[src/rtl/wb_pkg.sv]
// Shared types and defaults for the register-bank writeback stage.
// Imported by wb_rr_arb, reg_writeback and the bench.
package wb_pkg;

   localparam int DATA_W_DEF = 32;
   localparam int ADDR_W_DEF = 5;

   typedef enum logic {
      SRC_ALU = 1'b0,
      SRC_MEM = 1'b1
   } wb_src_e;

   typedef struct packed {
      logic [ADDR_W_DEF-1:0] dr;
      logic [DATA_W_DEF-1:0] data;
   } wb_res_t;

   // Round-robin pick for two requesters.
   // On a conflict the source not granted most recently wins.
   function automatic logic [1:0] rr_pick(input logic [1:0] req, input wb_src_e last);
      logic [1:0] g;
      g = req;
      if (req == 2'b11) begin
         g = (last == SRC_MEM) ? 2'b01 : 2'b10;
      end
      return g;
   endfunction

endpackage

[src/rtl/wb_rr_arb.sv]
// Two-way round-robin arbiter for the writeback stage: req[0] = ALU, req[1] = MEM.
// gnt is combinational from req; last_grant advances on a granted cycle when adv is high.
module wb_rr_arb
   import wb_pkg::*;
(
   input  logic       clk,
   input  logic       rst_n,
   input  logic [1:0] req,
   input  logic       adv,
   output logic [1:0] gnt,
   output logic       last_grant
);

   wb_src_e last_grant_reg;

   always_comb begin
      gnt = rr_pick(req, last_grant_reg);
   end

   always_ff @(posedge clk) begin
      if (!rst_n) begin
         last_grant_reg <= SRC_MEM;
      end else if (adv && (gnt != 2'b00)) begin
         last_grant_reg <= gnt[1] ? SRC_MEM : SRC_ALU;
      end
   end

   assign last_grant = last_grant_reg;

endmodule

[src/rtl/reg_writeback.sv]
// Writeback stage: arbitrates ALU/load results onto the register-bank write port,
// counts commits and, with REG_WRITEBACK_BYPASS_EN defined, provides read-port bypass.
module reg_writeback
   import wb_pkg::*;
#(
   parameter int DATA_W    = DATA_W_DEF,
   parameter int ADDR_W    = ADDR_W_DEF,
   parameter int ZERO_DROP = 0
)
(
   input  logic              clk,
   input  logic              rst_n,
   input  logic              alu_valid,
   output logic              alu_ready,
   input  logic [ADDR_W-1:0] alu_dr,
   input  logic [DATA_W-1:0] alu_data,
   input  logic              mem_valid,
   output logic              mem_ready,
   input  logic [ADDR_W-1:0] mem_dr,
   input  logic [DATA_W-1:0] mem_data,
   output logic [ADDR_W-1:0] dr,
   output logic [DATA_W-1:0] wrdata,
   output logic              write,
   input  logic [ADDR_W-1:0] sr1,
   input  logic [ADDR_W-1:0] sr2,
   output logic              byp1_hit,
   output logic [DATA_W-1:0] byp1_data,
   output logic              byp2_hit,
   output logic [DATA_W-1:0] byp2_data,
   output logic [15:0]       wb_cnt
);

   logic [1:0]        gnt;
   logic              arb_last_unused;
   logic              xfer;
   logic              drop;
   logic [ADDR_W-1:0] win_dr;
   logic [DATA_W-1:0] win_data;

   logic              write_reg;
   logic [ADDR_W-1:0] dr_reg;
   logic [DATA_W-1:0] wrdata_reg;
   logic [15:0]       wb_cnt_reg;

   // The register bank never stalls, so the arbiter may advance on every grant.
   wb_rr_arb u_arb (
      .clk        (clk),
      .rst_n      (rst_n),
      .req        ({mem_valid, alu_valid}),
      .adv        (1'b1),
      .gnt        (gnt),
      .last_grant (arb_last_unused)
   );

   assign alu_ready = gnt[0];
   assign mem_ready = gnt[1];

   always_comb begin
      xfer     = gnt[0] | gnt[1];
      win_dr   = gnt[1] ? mem_dr   : alu_dr;
      win_data = gnt[1] ? mem_data : alu_data;
      drop     = (ZERO_DROP != 0) && (win_dr == '0);
   end

   always_ff @(posedge clk) begin
      if (!rst_n) begin
         write_reg  <= 1'b0;
         dr_reg     <= '0;
         wrdata_reg <= '0;
         wb_cnt_reg <= '0;
      end else begin
         write_reg <= xfer && !drop;
         if (xfer) begin
            dr_reg     <= win_dr;
            wrdata_reg <= win_data;
         end
         if (write_reg) begin
            wb_cnt_reg <= wb_cnt_reg + 16'd1;
         end
      end
   end

   assign write  = write_reg;
   assign dr     = dr_reg;
   assign wrdata = wrdata_reg;
   assign wb_cnt = wb_cnt_reg;

   logic              byp_hit  [2];
   logic [DATA_W-1:0] byp_data [2];

`ifdef REG_WRITEBACK_BYPASS_EN
   logic [ADDR_W-1:0] sr_arr [2];
   assign sr_arr[0] = sr1;
   assign sr_arr[1] = sr2;

   for (genvar gi = 0; gi < 2; gi++) begin : g_byp
      assign byp_hit[gi]  = write_reg && (sr_arr[gi] == dr_reg);
      assign byp_data[gi] = byp_hit[gi] ? wrdata_reg : '0;
   end
`else
   // Read addresses are only needed by the bypass comparators.
   logic sr_unused;
   assign sr_unused = ^{sr1, sr2};

   for (genvar gi = 0; gi < 2; gi++) begin : g_byp
      assign byp_hit[gi]  = 1'b0;
      assign byp_data[gi] = '0;
   end
`endif

   assign byp1_hit  = byp_hit[0];
   assign byp1_data = byp_data[0];
   assign byp2_hit  = byp_hit[1];
   assign byp2_data = byp_data[1];

endmodule

[config.mk]
export PLATFORM = sky130hd
export DESIGN_NAME = reg_writeback
export DESIGN_NICKNAME = d
export VERILOG_FILES = /design/src/rtl/wb_pkg.sv /design/src/rtl/wb_rr_arb.sv /design/src/rtl/reg_writeback.sv
export SDC_FILE = /design/constraint.sdc
export NUM_CORES = 1
export LEC_CHECK = 0
export CAP_MARGIN = 40
export CORE_AREA = 3 3 81 83
export CTS_CLUSTER_SIZE = 12
export DETAILED_ROUTE_END_ITERATION = 8
export DIE_AREA = 0 0 84 86
export DONT_BUFFER_PORTS = 1
export PLACE_DENSITY_LB_ADDON = 0.3
export SETUP_SLACK_MARGIN = 0.02
export SLEW_MARGIN = 0
export SYNTH_ARGS = -nofsm -noshare
export SYNTH_HDL_FRONTEND = slang
export SYNTH_HIERARCHICAL = 1
export SYNTH_SLANG_ARGS = --single-unit
export TNS_END_PERCENT = 10
[constraint.sdc]
create_clock -name clk -period 3.3 [get_ports clk]
set_input_delay 0.495 -clock clk [delete_from_list [all_inputs] [get_ports clk]]
set_output_delay 0.495 -clock clk [all_outputs]
set_load 0.02 [all_outputs]
==> impl_metrics.yaml <==
timing:
  max_freq_mhz: 467
  worst-slew-pin-transition_ps: 797
  fin_ws_ps: 1160
  tns_ps: 0
  post-route-min-period_ps: 2140
  finalMaxSlewViolations: 0
  relSlewSlack_pct: 46.7
  rsz0062_at_grt: "false"
  setup_viol: 0
  period_share_pct: 64.9
  worst_hold_slack_ps: 253
  clock_skew_ps: 4.64
  hold_viol: 0
worst_setup_path:
  path_class: "flop to primary output"
  cp_max_fo: 30
  worstPathCellList: "a21boi_4, buf_4"
  critPathSlowestCell: "a21boi_4"
  crit_family: "compound AO/OA/AOI/OAI gates"
  timing.rr.start: "u_arb/last_grant$_SDFFE_PN1P_"
  end_kind: "primary output"
  max_stage_delay_ps: 660
  cp_data_required_time_ps: 2800
  critPathBufInv: 1
  worstPathArrival_ps: 1650
  worstSetupStartpoint: "u_arb/last_grant$_SDFFE_PN1P_"
  cp-start-kind: "flop"
grt:
  grt.overflow.total: 0
  grt_usage_pct: 15.2
  first_global_vias: 1877
  antenna_found_initial: 0
  grt_max_degree: 51
  grt_pass1_wl_um: 8910
clock_network:
  root_buffer: "clkbuf_8"
  numCtsBuffers: 5
  cts_tree: "built"
  clock_latency_ps: 290
  ctsResizeCount: 0
  clk_pin_slew_ps: 90
  htreeDepth: 2
  ctsHoldBuffers: 0
  clock-sinks: 55
  cts_buffer_depth: 2
  postCtsSetupBuffers: 0
finish:
  area_delta_synth_final_pct: -2.14
  seq_area_um2: 1100
  fill_cells: 584
  nNetsFinal: 440
  multiInputGateArea_um2: 1550
  final_cell_mix: "nor2_1 (88), conb_1 (68), dfxtp_1 (55)"
  utilization_pct: 49.3
  final_common_cell: "nor2_1"
  finalInstanceArea_um2: 2920
  antenna-diode-count: 0
  drive_gt1_share_pct: 5.97
  largest_reg_flops: 32
detailed_routing:
  vias_per_cell: 4.78
  drc: 0
  post_drt_wl_per_cell_um: 13.4
  topRoutingLayerUsed: "met4"
  wl_met1_um: 2120
  routed-wl-met3_um: 726
  wl_met2_um: 2820
  routed_wl_um: 5710
  dr.pass1.iters: 4
  vias: 2042
  drt_iter0_markers: 51
  drt.antenna.violating_nets: 0
synth:
  yosysWarnings: 6
  syn_avg_cell_area_um2: 8.29
  netlist.area_leader.share_pct: 36.9
  netlist_area_um2: 2990
  netlist_top_cells_area: "dfxtp_1 (37%), buf_4 (17%), mux2i_1 (14%), nor2_1 (11%), a21oi_1 (6.5%)"
  yosysTopAreaCell: "dfxtp_1"
  yosys.cell_types.count: 28
  syn_inst: 360
  ys_seq_area_share_pct: 36.9
  ys_ff_latch: 55
die:
  die_area_um2: 7220
  core_um2: 5920
  initial_core_util_pct: 50.4
  die_w_um: 84
  num_rows: 28
  die_y_um: 86
  io-pin-count: 210
pwr:
  internal_power_uw: 1020
  switching_share_pct: 30.1
  p_sw_uw: 439
  power_density_nw_per_um2: 499
  clock_power_share_pct: 30.6
  p_comb_share_pct: 15.6
  vdd_drop_max_mv: 0.186
  p_leak_uw: 0.00136
  p_seq_share_pct: 53.7
flow_run:
  drv_cap: 0
place:
  place_congestion: 0.747
  io_buffers: 0
  placed_area_um2: 2800
  place_ws_ps: 1330
  dpl.hpwl_um: 4450
outcome:
  status: "complete, no violations"
worst_hold_path:
  hold_start: "rst_n"
  min_path_type: "primary input to flop"
worst register-to-register path: cells and delay by family, from the launching register on:
family | cells | cell delay (ps)
buf+inv | 2 | 400
mux | 1 | 220
flops | 1 | 420
compound gates | 2 | 640
simple gates | 2 | 110
per-layer routing:
metal | global-route usage, % | vias to the layer above
met4 | 3.22 | 0
met3 | 7.68 | 5
met1 | 17.0 | 869
met2 | 26.0 | 134
met5 | 0 | -
li1 | - | 1034
synth_stat cells (all sizes together):
| cell type | count |
|---|---|
| clkbuf | 9 |
| nand2 | 8 |
| xnor2 | 3 |
| nor3 | 1 |
| a21oi | 39 |
| a21boi | 2 |
| mux2i | 42 |
| xor2 | 7 |
| or3 | 1 |
| conb | 2 |
| buf | 76 |
| and4 | 4 |
| o21ai | 2 |
| nor2 | 88 |
| ha | 1 |
| nand2b | 4 |
| nand3 | 4 |
| nand4 | 7 |
| and3 | 3 |
| inv | 2 |
| dfxtp | 55 |
area by class of cell:
type                            count  area share, %
Timing Repair Buffer                3           1.63
Tap cell                           75           3.21
Sequential cell                    55           37.7
Inverter                            2          0.257
Clock buffer                        6           2.83
Multi-Input combinational cell    284           53.2
Clock inverter                      2           1.20
power groups by stage:
stage          clock [uW]  sequential, uW  combinational, uW
2_1_floorplan           0             787                267
3_3_place_gp            0             800                223
3_5_place_dp            0             799                228
4_1_cts               466             785                228
5_1_grt               495             790                258
6_report              447             784                228
kinds of logic after synthesis:
kind of cell / after synthesis / share of synthesized area [%]
XOR/XNOR: 10 / 2.93
multiplexers: 42 / 14.1
AO/OA/AOI/OAI: 43 / 7.50
buffers and inverters: 87 / 20.1
AND/OR/NAND/NOR: 120 / 17.8
other: 2 / 0.252
adder cells (fa/ha/maj): 1 / 0.419
flip-flops: 55 / 36.9
stage by stage:
stage                     total power (uW)  std cells
after global routing                  1540        427
after floorplan                       1050        426
after global placement                1020        419
final                                 1460        427
after detailed placement              1030        419
after CTS                             1480        427
worst paths after layout:
kind              depth (start not counted)  slack, ps                            end
setup / recovery                          2       1160                      mem_ready
hold / removal                            1        250  u_arb/last_grant$_SDFFE_PN1P_
setup reg to reg                          7       1370         wrdata[5]$_SDFFE_PN0P_
hold reg to reg                           2        580        wb_cnt[11]$_SDFFE_PN0P_
Power figures use the tool's default switching activity.
